--- config.mk ---
export PLATFORM = sky130hd
export DESIGN_NAME = ctrl_pipe
export DESIGN_NICKNAME = d
export VERILOG_FILES = /design/src/rtl/ctrl_pipe_pkg.sv /design/src/rtl/hazard_fwd_unit.sv /design/src/rtl/ctrl_pipe.sv
export SDC_FILE = /design/constraint.sdc
export NUM_CORES = 1
export LEC_CHECK = 0
export ABC_AREA = 1
export BUFFER_PORTS_ARGS = -buffer_cell sky130_fd_sc_hd__buf_2
export CORE_ASPECT_RATIO = 2
export CORE_MARGIN = 1
export CORE_UTILIZATION = 30
export DETAILED_ROUTE_END_ITERATION = 8
export GPL_TIMING_DRIVEN = 0
export SETUP_SLACK_MARGIN = 0.5
export SYNTH_ARGS = -nofsm -noshare
export SYNTH_HDL_FRONTEND = slang
export SYNTH_SLANG_ARGS = --single-unit
--- constraint.sdc ---
create_clock -name clk -period 2.9 [get_ports clk]
set_input_delay 0.435 -clock clk [delete_from_list [all_inputs] [get_ports clk]]
set_output_delay 0.435 -clock clk [all_outputs]
set_load 0.02 [all_outputs]
--- src/rtl/ctrl_pipe_pkg.sv ---
// ctrl_pipe_pkg: shared constants for the control pipeline.
// Holds the control vector layout (MSB first) and the EX operand forwarding encodings.
package ctrl_pipe_pkg;

   localparam int CTRL_W     = 11;

   localparam int ALU_OP_HI  = 10;
   localparam int ALU_OP_LO  = 9;
   localparam int ALU_SRC    = 8;
   localparam int MEM_READ   = 7;
   localparam int MEM_WRITE  = 6;
   localparam int MEM_TO_REG = 5;
   localparam int WRITE_EN   = 4;
   localparam int PC_TO_REG  = 3;
   localparam int IS_BRANCH  = 2;
   localparam int IS_JAL     = 1;
   localparam int IS_JALR    = 0;

   localparam logic [1:0] FWD_RF  = 2'b00;
   localparam logic [1:0] FWD_WB  = 2'b01;
   localparam logic [1:0] FWD_MEM = 2'b10;

endpackage

--- src/rtl/hazard_fwd_unit.sv ---
// hazard_fwd_unit: combinational stall and EX operand forwarding selects.
// Build option FORWARDING_EN: when defined, results are forwarded from MEM/WB and only
// load-use stalls; when undefined, selects are tied to the regfile and any RAW against
// EX or MEM stalls until the producer reaches WB (regfile is write-before-read).
module hazard_fwd_unit
   import ctrl_pipe_pkg::*;
(
   input  logic       id_valid_i,
   input  logic [4:0] id_rs1_i,
   input  logic [4:0] id_rs2_i,
   input  logic       id_uses_rs1_i,
   input  logic       id_uses_rs2_i,
   input  logic       ex_flush_i,
   input  logic       ex_valid_i,
   input  logic       ex_mem_read_i,
   input  logic       ex_we_i,
   input  logic [4:0] ex_rd_i,
   input  logic [4:0] ex_rs1_i,
   input  logic [4:0] ex_rs2_i,
   input  logic       mem_valid_i,
   input  logic       mem_we_i,
   input  logic [4:0] mem_rd_i,
   input  logic       wb_valid_i,
   input  logic       wb_we_i,
   input  logic [4:0] wb_rd_i,
   output logic       stall_o,
   output logic [1:0] fwd_a_o,
   output logic [1:0] fwd_b_o
);

   // x0 is never a real producer, so it can neither stall nor forward
   function automatic logic id_reads(input logic [4:0] rd);
      return (rd != 5'd0) &&
             ((id_uses_rs1_i && (id_rs1_i == rd)) || (id_uses_rs2_i && (id_rs2_i == rd)));
   endfunction

   logic hazard;

`ifdef FORWARDING_EN
   function automatic logic [1:0] fwd_pick(input logic [4:0] rs, input logic mem_wr,
                                           input logic wb_wr);
      if (mem_wr && (mem_rd_i != 5'd0) && (mem_rd_i == rs)) return FWD_MEM;
      if (wb_wr && (wb_rd_i != 5'd0) && (wb_rd_i == rs))    return FWD_WB;
      return FWD_RF;
   endfunction

   logic mem_wr;
   logic wb_wr;
   logic unused_ex_we;

   assign mem_wr       = mem_valid_i & mem_we_i;
   assign wb_wr        = wb_valid_i & wb_we_i;
   assign unused_ex_we = ex_we_i;

   // only a load in EX cannot be forwarded in time
   assign hazard  = ex_valid_i & ex_mem_read_i & id_reads(ex_rd_i);
   assign fwd_a_o = fwd_pick(ex_rs1_i, mem_wr, wb_wr);
   assign fwd_b_o = fwd_pick(ex_rs2_i, mem_wr, wb_wr);
`else
   logic unused_fwd_inputs;

   assign unused_fwd_inputs = ^{ex_mem_read_i, ex_rs1_i, ex_rs2_i, wb_valid_i, wb_we_i, wb_rd_i};

   // any pending write in EX or MEM blocks the reader
   assign hazard  = (ex_valid_i & ex_we_i & id_reads(ex_rd_i)) |
                    (mem_valid_i & mem_we_i & id_reads(mem_rd_i));
   assign fwd_a_o = FWD_RF;
   assign fwd_b_o = FWD_RF;
`endif

   assign stall_o = id_valid_i & hazard & ~ex_flush_i;

endmodule

--- src/rtl/ctrl_pipe.sv ---
// ctrl_pipe: carries decoded control through ID/EX, EX/MEM, MEM/WB, bubbles on
// flush/stall, and raises a sticky halt when an ecall with x17 == 10 reaches WB.
// Build option FORWARDING_EN selects forwarding vs. full-interlock hazard handling.
module ctrl_pipe #(
   parameter int CTRL_W = 11
) (
   input  logic              clk,
   input  logic              reset_n,
   input  logic              id_valid,
   input  logic [CTRL_W-1:0] id_ctrl,
   input  logic              id_is_ecall,
   input  logic              id_x17_is_10,
   input  logic [4:0]        id_rs1,
   input  logic [4:0]        id_rs2,
   input  logic [4:0]        id_rd,
   input  logic              id_uses_rs1,
   input  logic              id_uses_rs2,
   input  logic              ex_flush,
   output logic              stall,
   output logic [CTRL_W-1:0] ex_ctrl,
   output logic [CTRL_W-1:0] mem_ctrl,
   output logic [CTRL_W-1:0] wb_ctrl,
   output logic [4:0]        ex_rd,
   output logic [4:0]        mem_rd,
   output logic [4:0]        wb_rd,
   output logic [1:0]        fwd_a,
   output logic [1:0]        fwd_b,
   output logic              is_halted
);
   import ctrl_pipe_pkg::*;

   logic              ex_valid_q,  ex_valid_d;
   logic [CTRL_W-1:0] ex_ctrl_q,   ex_ctrl_d;
   logic [4:0]        ex_rd_q,     ex_rd_d;
   logic [4:0]        ex_rs1_q,    ex_rs1_d;
   logic [4:0]        ex_rs2_q,    ex_rs2_d;
   logic              ex_halt_q,   ex_halt_d;
   logic              mem_valid_q;
   logic [CTRL_W-1:0] mem_ctrl_q;
   logic [4:0]        mem_rd_q;
   logic              mem_halt_q;
   logic              wb_valid_q;
   logic [CTRL_W-1:0] wb_ctrl_q;
   logic [4:0]        wb_rd_q;
   logic              wb_halt_q;
   logic              halted_q,    halted_d;

   hazard_fwd_unit u_hazard_fwd (
      .id_valid_i    (id_valid),
      .id_rs1_i      (id_rs1),
      .id_rs2_i      (id_rs2),
      .id_uses_rs1_i (id_uses_rs1),
      .id_uses_rs2_i (id_uses_rs2),
      .ex_flush_i    (ex_flush),
      .ex_valid_i    (ex_valid_q),
      .ex_mem_read_i (ex_ctrl_q[MEM_READ]),
      .ex_we_i       (ex_ctrl_q[WRITE_EN]),
      .ex_rd_i       (ex_rd_q),
      .ex_rs1_i      (ex_rs1_q),
      .ex_rs2_i      (ex_rs2_q),
      .mem_valid_i   (mem_valid_q),
      .mem_we_i      (mem_ctrl_q[WRITE_EN]),
      .mem_rd_i      (mem_rd_q),
      .wb_valid_i    (wb_valid_q),
      .wb_we_i       (wb_ctrl_q[WRITE_EN]),
      .wb_rd_i       (wb_rd_q),
      .stall_o       (stall),
      .fwd_a_o       (fwd_a),
      .fwd_b_o       (fwd_b)
   );

   // ID/EX next state: flush and stall both insert a bubble, otherwise capture ID
   always_comb begin
      ex_valid_d = 1'b0;
      ex_ctrl_d  = '0;
      ex_rd_d    = '0;
      ex_rs1_d   = '0;
      ex_rs2_d   = '0;
      ex_halt_d  = 1'b0;
      if (!ex_flush && !stall) begin
         ex_valid_d = id_valid;
         ex_ctrl_d  = id_ctrl;
         ex_rd_d    = id_rd;
         ex_rs1_d   = id_rs1;
         ex_rs2_d   = id_rs2;
         ex_halt_d  = id_is_ecall & id_x17_is_10;
      end
   end

   assign halted_d = halted_q | (wb_valid_q & wb_halt_q);

   // stage registers; the back end never stalls so EX/MEM and MEM/WB always advance
   always_ff @(posedge clk or negedge reset_n) begin
      if (!reset_n) begin
         ex_valid_q  <= 1'b0;
         ex_ctrl_q   <= '0;
         ex_rd_q     <= '0;
         ex_rs1_q    <= '0;
         ex_rs2_q    <= '0;
         ex_halt_q   <= 1'b0;
         mem_valid_q <= 1'b0;
         mem_ctrl_q  <= '0;
         mem_rd_q    <= '0;
         mem_halt_q  <= 1'b0;
         wb_valid_q  <= 1'b0;
         wb_ctrl_q   <= '0;
         wb_rd_q     <= '0;
         wb_halt_q   <= 1'b0;
         halted_q    <= 1'b0;
      end else begin
         ex_valid_q  <= ex_valid_d;
         ex_ctrl_q   <= ex_ctrl_d;
         ex_rd_q     <= ex_rd_d;
         ex_rs1_q    <= ex_rs1_d;
         ex_rs2_q    <= ex_rs2_d;
         ex_halt_q   <= ex_halt_d;
         mem_valid_q <= ex_valid_q;
         mem_ctrl_q  <= ex_ctrl_q;
         mem_rd_q    <= ex_rd_q;
         mem_halt_q  <= ex_halt_q;
         wb_valid_q  <= mem_valid_q;
         wb_ctrl_q   <= mem_ctrl_q;
         wb_rd_q     <= mem_rd_q;
         wb_halt_q   <= mem_halt_q;
         halted_q    <= halted_d;
      end
   end

   // halt is visible in the same cycle the ecall sits in WB, then held by halted_q
   assign is_halted = halted_d;

   assign ex_ctrl  = ex_valid_q  ? ex_ctrl_q  : '0;
   assign mem_ctrl = mem_valid_q ? mem_ctrl_q : '0;
   assign wb_ctrl  = wb_valid_q  ? wb_ctrl_q  : '0;
   assign ex_rd    = ex_valid_q  ? ex_rd_q    : '0;
   assign mem_rd   = mem_valid_q ? mem_rd_q   : '0;
   assign wb_rd    = wb_valid_q  ? wb_rd_q    : '0;

endmodule

==> flow_metrics.env, run 1 <==
export IMPL_cp_data_required_time_ps=2470
export IMPL_synthMuxAreaShare_pct=0
export IMPL_clk_pin_slew_worst_paths_ps=70
export IMPL_cts_setup_buffers=0
export IMPL_grt_usage_pct=14.2
export IMPL_path_buf_inv=2
export IMPL_multiInputGateArea_um2=654
export IMPL_worst_path_most_repeated_cell="nand2_1"
export IMPL_crit_arrival_ps=1680
export IMPL_synthCells=310
export IMPL_status="completed"
export IMPL_cts_sinks=55
export IMPL_cts_htree_levels=2
export IMPL_avgSynthCellArea_um2=7.82
export IMPL_synth_top_family_by_area="simple AND/OR/NAND/NOR gates"
export IMPL_clock_latency_ps=290
export IMPL_crit_fanout=6
export IMPL_wirelength_mm=5.27
export IMPL_p_leak_nw=2.21
export IMPL_fillers=832
export IMPL_cts_root_buffer="clkbuf_16"
export IMPL_num_io_pins=88
export IMPL_initialDrtViolationCount=48
export IMPL_design_area_um2=3130
export IMPL_hpwl_mm=4.30
export IMPL_hold_path_class="input port to register"
export IMPL_worstSetupEndpointType="output pin"
export IMPL_synth_seq_cells=55
export IMPL_place_gp_congestion=0.845
export IMPL_r2r_start="ex_rd_q[4]$_DFF_PN0_"
export IMPL_num_antenna_cells=0
export IMPL_p_per_area_nw_per_um2=527
export IMPL_hp_start="id_ctrl[10]"
export IMPL_grt_start_max_net_pins=56
export IMPL_fp_coreArea_um2=7890
export IMPL_timing_final_ws_setup_ps=789
export IMPL_worst_pin_slew_ps=1170
export IMPL_initial_core_util_pct=30.8
export IMPL_cts_hold_buf=0
export IMPL_drive_above_1_share_pct=29.7
export IMPL_syn_area_um2=2420
export IMPL_fin_worst_skew_ps=2.80
export IMPL_synthXorXnorAreaFrac_pct=0
export IMPL_fmax_mhz=474
export IMPL_rows=46
export IMPL_synth_edf_count=0
export IMPL_period_minus_slack_ps=2110
export IMPL_grt_pass1_wl_mm=8.69
export IMPL_drc=0
export IMPL_cp_start_kind="register"
export IMPL_hold_viol_final=0
export IMPL_ys_types=18
export IMPL_regArea_um2=1380
export IMPL_numPortBuffers=83
export IMPL_cts_tree="built"
export IMPL_antenna_found_initial=0
export IMPL_cp_startpoint="ex_rd_q[4]$_DFF_PN0_"
export IMPL_synth_simple_area_share_pct=25.4
export IMPL_placed_cell_area_um2=2970
export IMPL_die_y_um=129
export IMPL_synthToLayoutAreaGrowth_pct=29.1
export IMPL_nNetsFinal=437
export IMPL_avgRoutedWirePerCell_um=10.5
export IMPL_hold_ws_ps=344
export IMPL_setup_viol=0
export IMPL_die_w_um=65.6
export IMPL_ys_async_sr_fraction_pct=100
export IMPL_ctsLongestPathBuffers=2
export IMPL_layout_commonest_cell="nand2_1"
export IMPL_ctsResizeCount=0
export IMPL_synth_compound_area_share_pct=0.929
export IMPL_dp_cells=492
export IMPL_final_cell_mix="nand2_1 (107), buf_2 (83), inv_1 (79), dfrtp_1 (55), nor2_1 (24)"
export IMPL_path_cells="inv_2 > nand2_1 > nand2_1 > nor2_1 > nand3_1 > nand2_1 > nand2_1 > nand2_1 > nand2_2 > nor2_1 > buf_2"
export IMPL_cp_slowest_stage_delay_ps=470
export IMPL_vias_per_cell=3.96
export IMPL_maxCapViolCount=0
export IMPL_slowest_stage="dfrtp_1"
export IMPL_relSlewSlack_pct=22.3
export IMPL_route_antenna_remaining_nets=0
export IMPL_instances_no_fill=500
export IMPL_peakVddDrop_mv=0.321
export IMPL_dr_pass1_iters=4
export IMPL_cp_top_family="simple AND/OR/NAND/NOR gates"
export IMPL_pre_cts_ws_ps=1010
export IMPL_yosysWarnings=0
export IMPL_grt_ovfl_total=0
export IMPL_synth_fa_ha_area_share_pct=0
export IMPL_die_area_um2=8470
export IMPL_slew_violations=0
export IMPL_vias=1979
export IMPL_fin_tns_setup_ps=0
export IMPL_cts_made_buffers=5
export IMPL_ys_seq_area_share_pct=56.8
export IMPL_period_share_pct=72.8
export IMPL_grt_pass1_vias=1908
export IMPL_yosys_most_used_dff="dfrtp_1"
export IMPL_rsz0062_at_grt="false"
export IMPL_path_class="register to output pin"
## metal layers
metal / share of wire, % / vias to the layer above / track usage (%) / routed length [um]
met1: 34 / 883 / 13.6 / 1780
met3: 4.1 / 10 / 2.90 / 214
met4: 3.4 / 0 / 9.46 / 177
met2: 59 / 56 / 26.3 / 3100
li1: - / 1030 / - / -
met5: 0 / - / 0 / 0
## worst register-to-register path: cells and delay by family, from the launching register on
family / cells / cell delay (ps)
buffers and inverters: 2 / 210
and+or+nand+nor: 10 / 760
DFF: 1 / 470
## synth_stat cells (2+ instances only)
library cell  number  share of area, %
inv_2              9               1.4
clkbuf_1           4              0.62
nor2_2            10               2.6
nand4_1            3              0.77
clkbuf_2           2              0.41
buf_4              4               1.2
dfrtp_1           55                57
nand3_1            4              0.83
nand2_1          107                17
o21ai_0            2              0.41
nand2_2            2              0.52
nor2_1            24               3.7
inv_1             79                12
## logic make-up (layout without fill, tap and decap cells)
logic type             Yosys count  after routing
and+or+nand+nor                151            151
buffers and inverters           99            190
DFF                             55             55
AOI/OAI and AO/OA                4              4
other                            1              4
## state kept, by name (all words and copies together), names as in the netlist
name / cells
ex_ctrl_q: 11
ex_halt_q: 1
ex_rd_q: 5
ex_valid_q: 1
halted_q: 1
mem_ctrl_q: 11
mem_halt_q: 1
mem_rd_q: 5
mem_valid_q: 1
wb_ctrl_q: 11
wb_halt_q: 1
wb_rd_q: 5
wb_valid_q: 1
## stage by stage
stage	util [%]	total power, mW
2_1_floorplan	-	0.956
3_3_place_gp	37.7	1.04
3_5_place_dp	37.7	1.04
4_1_cts	39.7	1.68
5_1_grt	39.7	1.74
6_report	39.7	1.65
## where the power goes
group          internal [mW]  total (mW)  switching [mW]  leakage, nW
Clock                  0.351       0.627           0.276       0.0790
Combinational         0.0687       0.194           0.125         1.42
Sequential             0.807       0.830          0.0238        0.708
## area by class of cell
class / count / share of cell area (%)
inverters: 88 / 10.6
multi-input cells: 159 / 20.9
clock buffers: 6 / 4.44
well taps: 96 / 3.84
repair buffers: 83 / 13.3
flip-flops and latches: 55 / 44.0
clock inverters: 2 / 0.639
plain buffers: 11 / 2.40
## path summary, 6_finish.rpt
| kind | to | slack [ps] | cells after the start |
|---|---|---|---|
| max | stall | 790 | 11 |
| min | ex_ctrl_q[10]$_DFF_PN0_ | 340 | 3 |
| max reg2reg | ex_ctrl_q[6]$_DFF_PN0_ | 1350 | 12 |
| min reg2reg | mem_halt_q$_DFF_PN0_ | 350 | 0 |
| max in group asynchronous | mem_rd_q[2]$_DFF_PN0_ | 1810 | 1 |
| min in group asynchronous | ex_ctrl_q[1]$_DFF_PN0_ | 380 | 1 |
Note: power is estimated with default switching activity, not from simulation.
==> run 2: changes to the inputs <==
Settings changed: ABC_AREA 1 to 0.
Clock period 2.9 ns to 1.95 ns, I/O delays scaled along.
==> flow_metrics.env, run 2 <==
export IMPL_r2r_end="ex_ctrl_q[8]$_DFF_PN0_"
export IMPL_slew_violations=0
export IMPL_synthXorXnorAreaFrac_pct=7.80
export IMPL_rows=44
export IMPL_p_leak_nw=1.74
export IMPL_cp_start_kind="register"
export IMPL_cts_made_buffers=5
export IMPL_synthCells=173
export IMPL_syn_area_um2=2250
export IMPL_worstSetupEndpointType="output pin"
export IMPL_top_regs="ex_ctrl_q: 11 flops, mem_ctrl_q: 11 flops, wb_ctrl_q: 11 flops"
export IMPL_cts_root_buffer="clkbuf_16"
export IMPL_synth_seq_cells=55
export IMPL_wirelength_mm=5.30
export IMPL_hold_viol_final=21
export IMPL_synthToLayoutAreaGrowth_pct=62.3
export IMPL_r2r_worst_path_cells=8
export IMPL_yosys_area_top_type="dfrtp_1"
export IMPL_synth_simple_area_share_pct=24.8
export IMPL_ys_seq_area_share_pct=61.3
export IMPL_path_cells="or4_1 > o21a_1 > a22oi_2 > nor3b_1 > buf_2"
export IMPL_cts_hold_buf=0
export IMPL_crit_arrival_ps=1880
export IMPL_grt_start_max_net_pins=56
export IMPL_yosysMostFrequentCell="dfrtp_1"
export IMPL_fin_worst_skew_ps=2.52
export IMPL_synth_top_family_by_area="simple AND/OR/NAND/NOR gates"
export IMPL_violations="negative hold slack, negative setup slack"
export IMPL_grt_pass1_wl_mm=8.40
export IMPL_timing_final_ws_setup_ps=-219
export IMPL_num_antenna_cells=0
export IMPL_pre_cts_ws_ps=-91.2
export IMPL_antenna_found_initial=0
export IMPL_peakVddDrop_mv=0.330
export IMPL_avgSynthCellArea_um2=13.0
export IMPL_yosysWarnings=0
export IMPL_synth_edf_count=0
export IMPL_p_per_area_nw_per_um2=681
export IMPL_synth_top_area_share_pct=61.3
export IMPL_cts_tree="built"
export IMPL_cp_top_family="simple AND/OR/NAND/NOR gates"
export IMPL_die_y_um=124
export IMPL_rsz0062_at_grt="true"
export IMPL_final_cell_mix="buf_6 (53), dfrtp_1 (47), and2_4 (44), buf_2 (36), xnor2_1 (20)"
export IMPL_clk_pin_slew_worst_paths_ps=60
export IMPL_slowest_stage="or4_1"
export IMPL_dr_pass1_iters=4
export IMPL_r2r_start="mem_rd_q[0]$_DFF_PN0_"
export IMPL_synth_fa_ha_area_share_pct=0
export IMPL_route_antenna_remaining_nets=0
export IMPL_place_gp_congestion=0.742
export IMPL_synth_compound_area_share_pct=2.34
export IMPL_drive_above_1_share_pct=65.0
export IMPL_numPortBuffers=82
export IMPL_relSlewSlack_pct=55.3
export IMPL_vias=1617
export IMPL_yosys_most_used_dff="dfrtp_1"
export IMPL_nNetsFinal=320
export IMPL_cp_slowest_stage_delay_ps=520
export IMPL_hold_ws_ps=-34.9
export IMPL_die_w_um=63.2
export IMPL_ys_async_sr_fraction_pct=100
export IMPL_cts_htree_levels=2
export IMPL_reg2reg_slack_ps=-170
export IMPL_synthMuxAreaShare_pct=0
export IMPL_clock_latency_ps=290
export IMPL_period_share_pct=111
export IMPL_maxCapViolCount=0
export IMPL_ys_types=22
export IMPL_worst_pin_slew_ps=671
export IMPL_path_buf_inv=1
export IMPL_hold_path_class="input port to async pin"
export IMPL_fp_coreArea_um2=7270
export IMPL_grt_pass1_vias=1700
export IMPL_crit_fanout=4
export IMPL_path_class="register to output pin"
export IMPL_vias_per_cell=4.28
export IMPL_cts_sinks=55
export IMPL_cp_data_required_time_ps=1660
export IMPL_num_io_pins=88
export IMPL_ctsLongestPathBuffers=2
export IMPL_layout_commonest_cell="buf_6"
export IMPL_period_minus_slack_ps=2170
export IMPL_initialDrtViolationCount=14
export IMPL_avgRoutedWirePerCell_um=14.0
export IMPL_initial_core_util_pct=30.9
export IMPL_status="finished, violations left"
export IMPL_grt_usage_pct=14.2
export IMPL_fin_tns_setup_ps=-1840
export IMPL_die_area_um2=7860
export IMPL_setup_viol=17
export IMPL_synth_area_top_cells="dfrtp_1 (61%), and2_1 (13%), xnor2_1 (7.8%), nor3b_2 (5.0%), nor3b_1 (2.7%)"
export IMPL_hpwl_mm=3.66
export IMPL_fmax_mhz=461
export IMPL_drc=0
export IMPL_yosys_top_cells_count="dfrtp_1 (55), and2_1 (47), xnor2_1 (20)"
export IMPL_grt_ovfl_total=0
## run 2: logic make-up (layout without fill, tap and decap cells)
kind of cell,Yosys count,count (layout)
flip-flops,55,55
XOR/XNOR,20,20
other,1,4
AO/OA/AOI/OAI,7,7
AND/OR/NAND/NOR,79,79
buffers and inverters,11,121
## run 2: area by class of cell
class | instances | area [um2]
Fill cell | 662 | 3620
Sequential cell | 55 | 1390
Timing Repair Buffer | 103 | 951
Multi-Input combinational cell | 110 | 936
Clock buffer | 6 | 139
Tap cell | 92 | 115
Buffer | 11 | 114
Clock inverter | 1 | 5.00
## run 2: per-layer routing
layer  global-route usage [%]  share of wire (%)
met1                     13.2                 32
met3                     2.38                3.5
met2                     27.7                 61
met4                     8.29                3.1
met5                        0                  0
## run 2: metrics by stage
step / std cells / area (um2) / utilization (%) / hold WS [ps] / power, mW
after floorplan: 176 / 2260 / - / -3.09 / 1.40
final: 378 / 3650 / 50.2 / -34.9 / 2.48
after detailed placement: 350 / 2780 / 38.3 / 335 / 1.52
after CTS: 374 / 3420 / 47.0 / 233 / 2.47
after global placement: 350 / 2780 / 38.3 / 337 / 1.51
after global routing: 378 / 3650 / 50.2 / 7.92 / 2.58
## run 2: timing repair
item / in CTS / in global routing
pin swaps: 5 / 9
gates cloned: 4 / 0
gates resized for setup: 107 / 66
endpoints found under the setup margin: 49 / 64
setup buffers: 13 / 3
## run 2: report_power, final
part	switching [mW]	total [mW]	leakage, nW	internal (mW)
clock network	0.362	0.863	0.0727	0.501
logic	0.173	0.383	0.974	0.210
registers	0.0357	1.24	0.697	1.20
## run 2: worst max path at each step
stage / startpoint / depth (start not counted) / to / slack, ps
after floorplan: ex_rd_q[3]$_DFF_PN0_ / 7 / ex_ctrl_q[5]$_DFF_PN0_ / 40
after global placement: ex_rd_q[3]$_DFF_PN0_ / 7 / ex_ctrl_q[9]$_DFF_PN0_ / -80
after detailed placement: ex_rd_q[3]$_DFF_PN0_ / 7 / ex_ctrl_q[6]$_DFF_PN0_ / -90
after CTS: mem_rd_q[0]$_DFF_PN0_ / 5 / stall / -220
after global routing: mem_rd_q[0]$_DFF_PN0_ / 5 / stall / -280
final: mem_rd_q[0]$_DFF_PN0_ / 5 / stall / -220
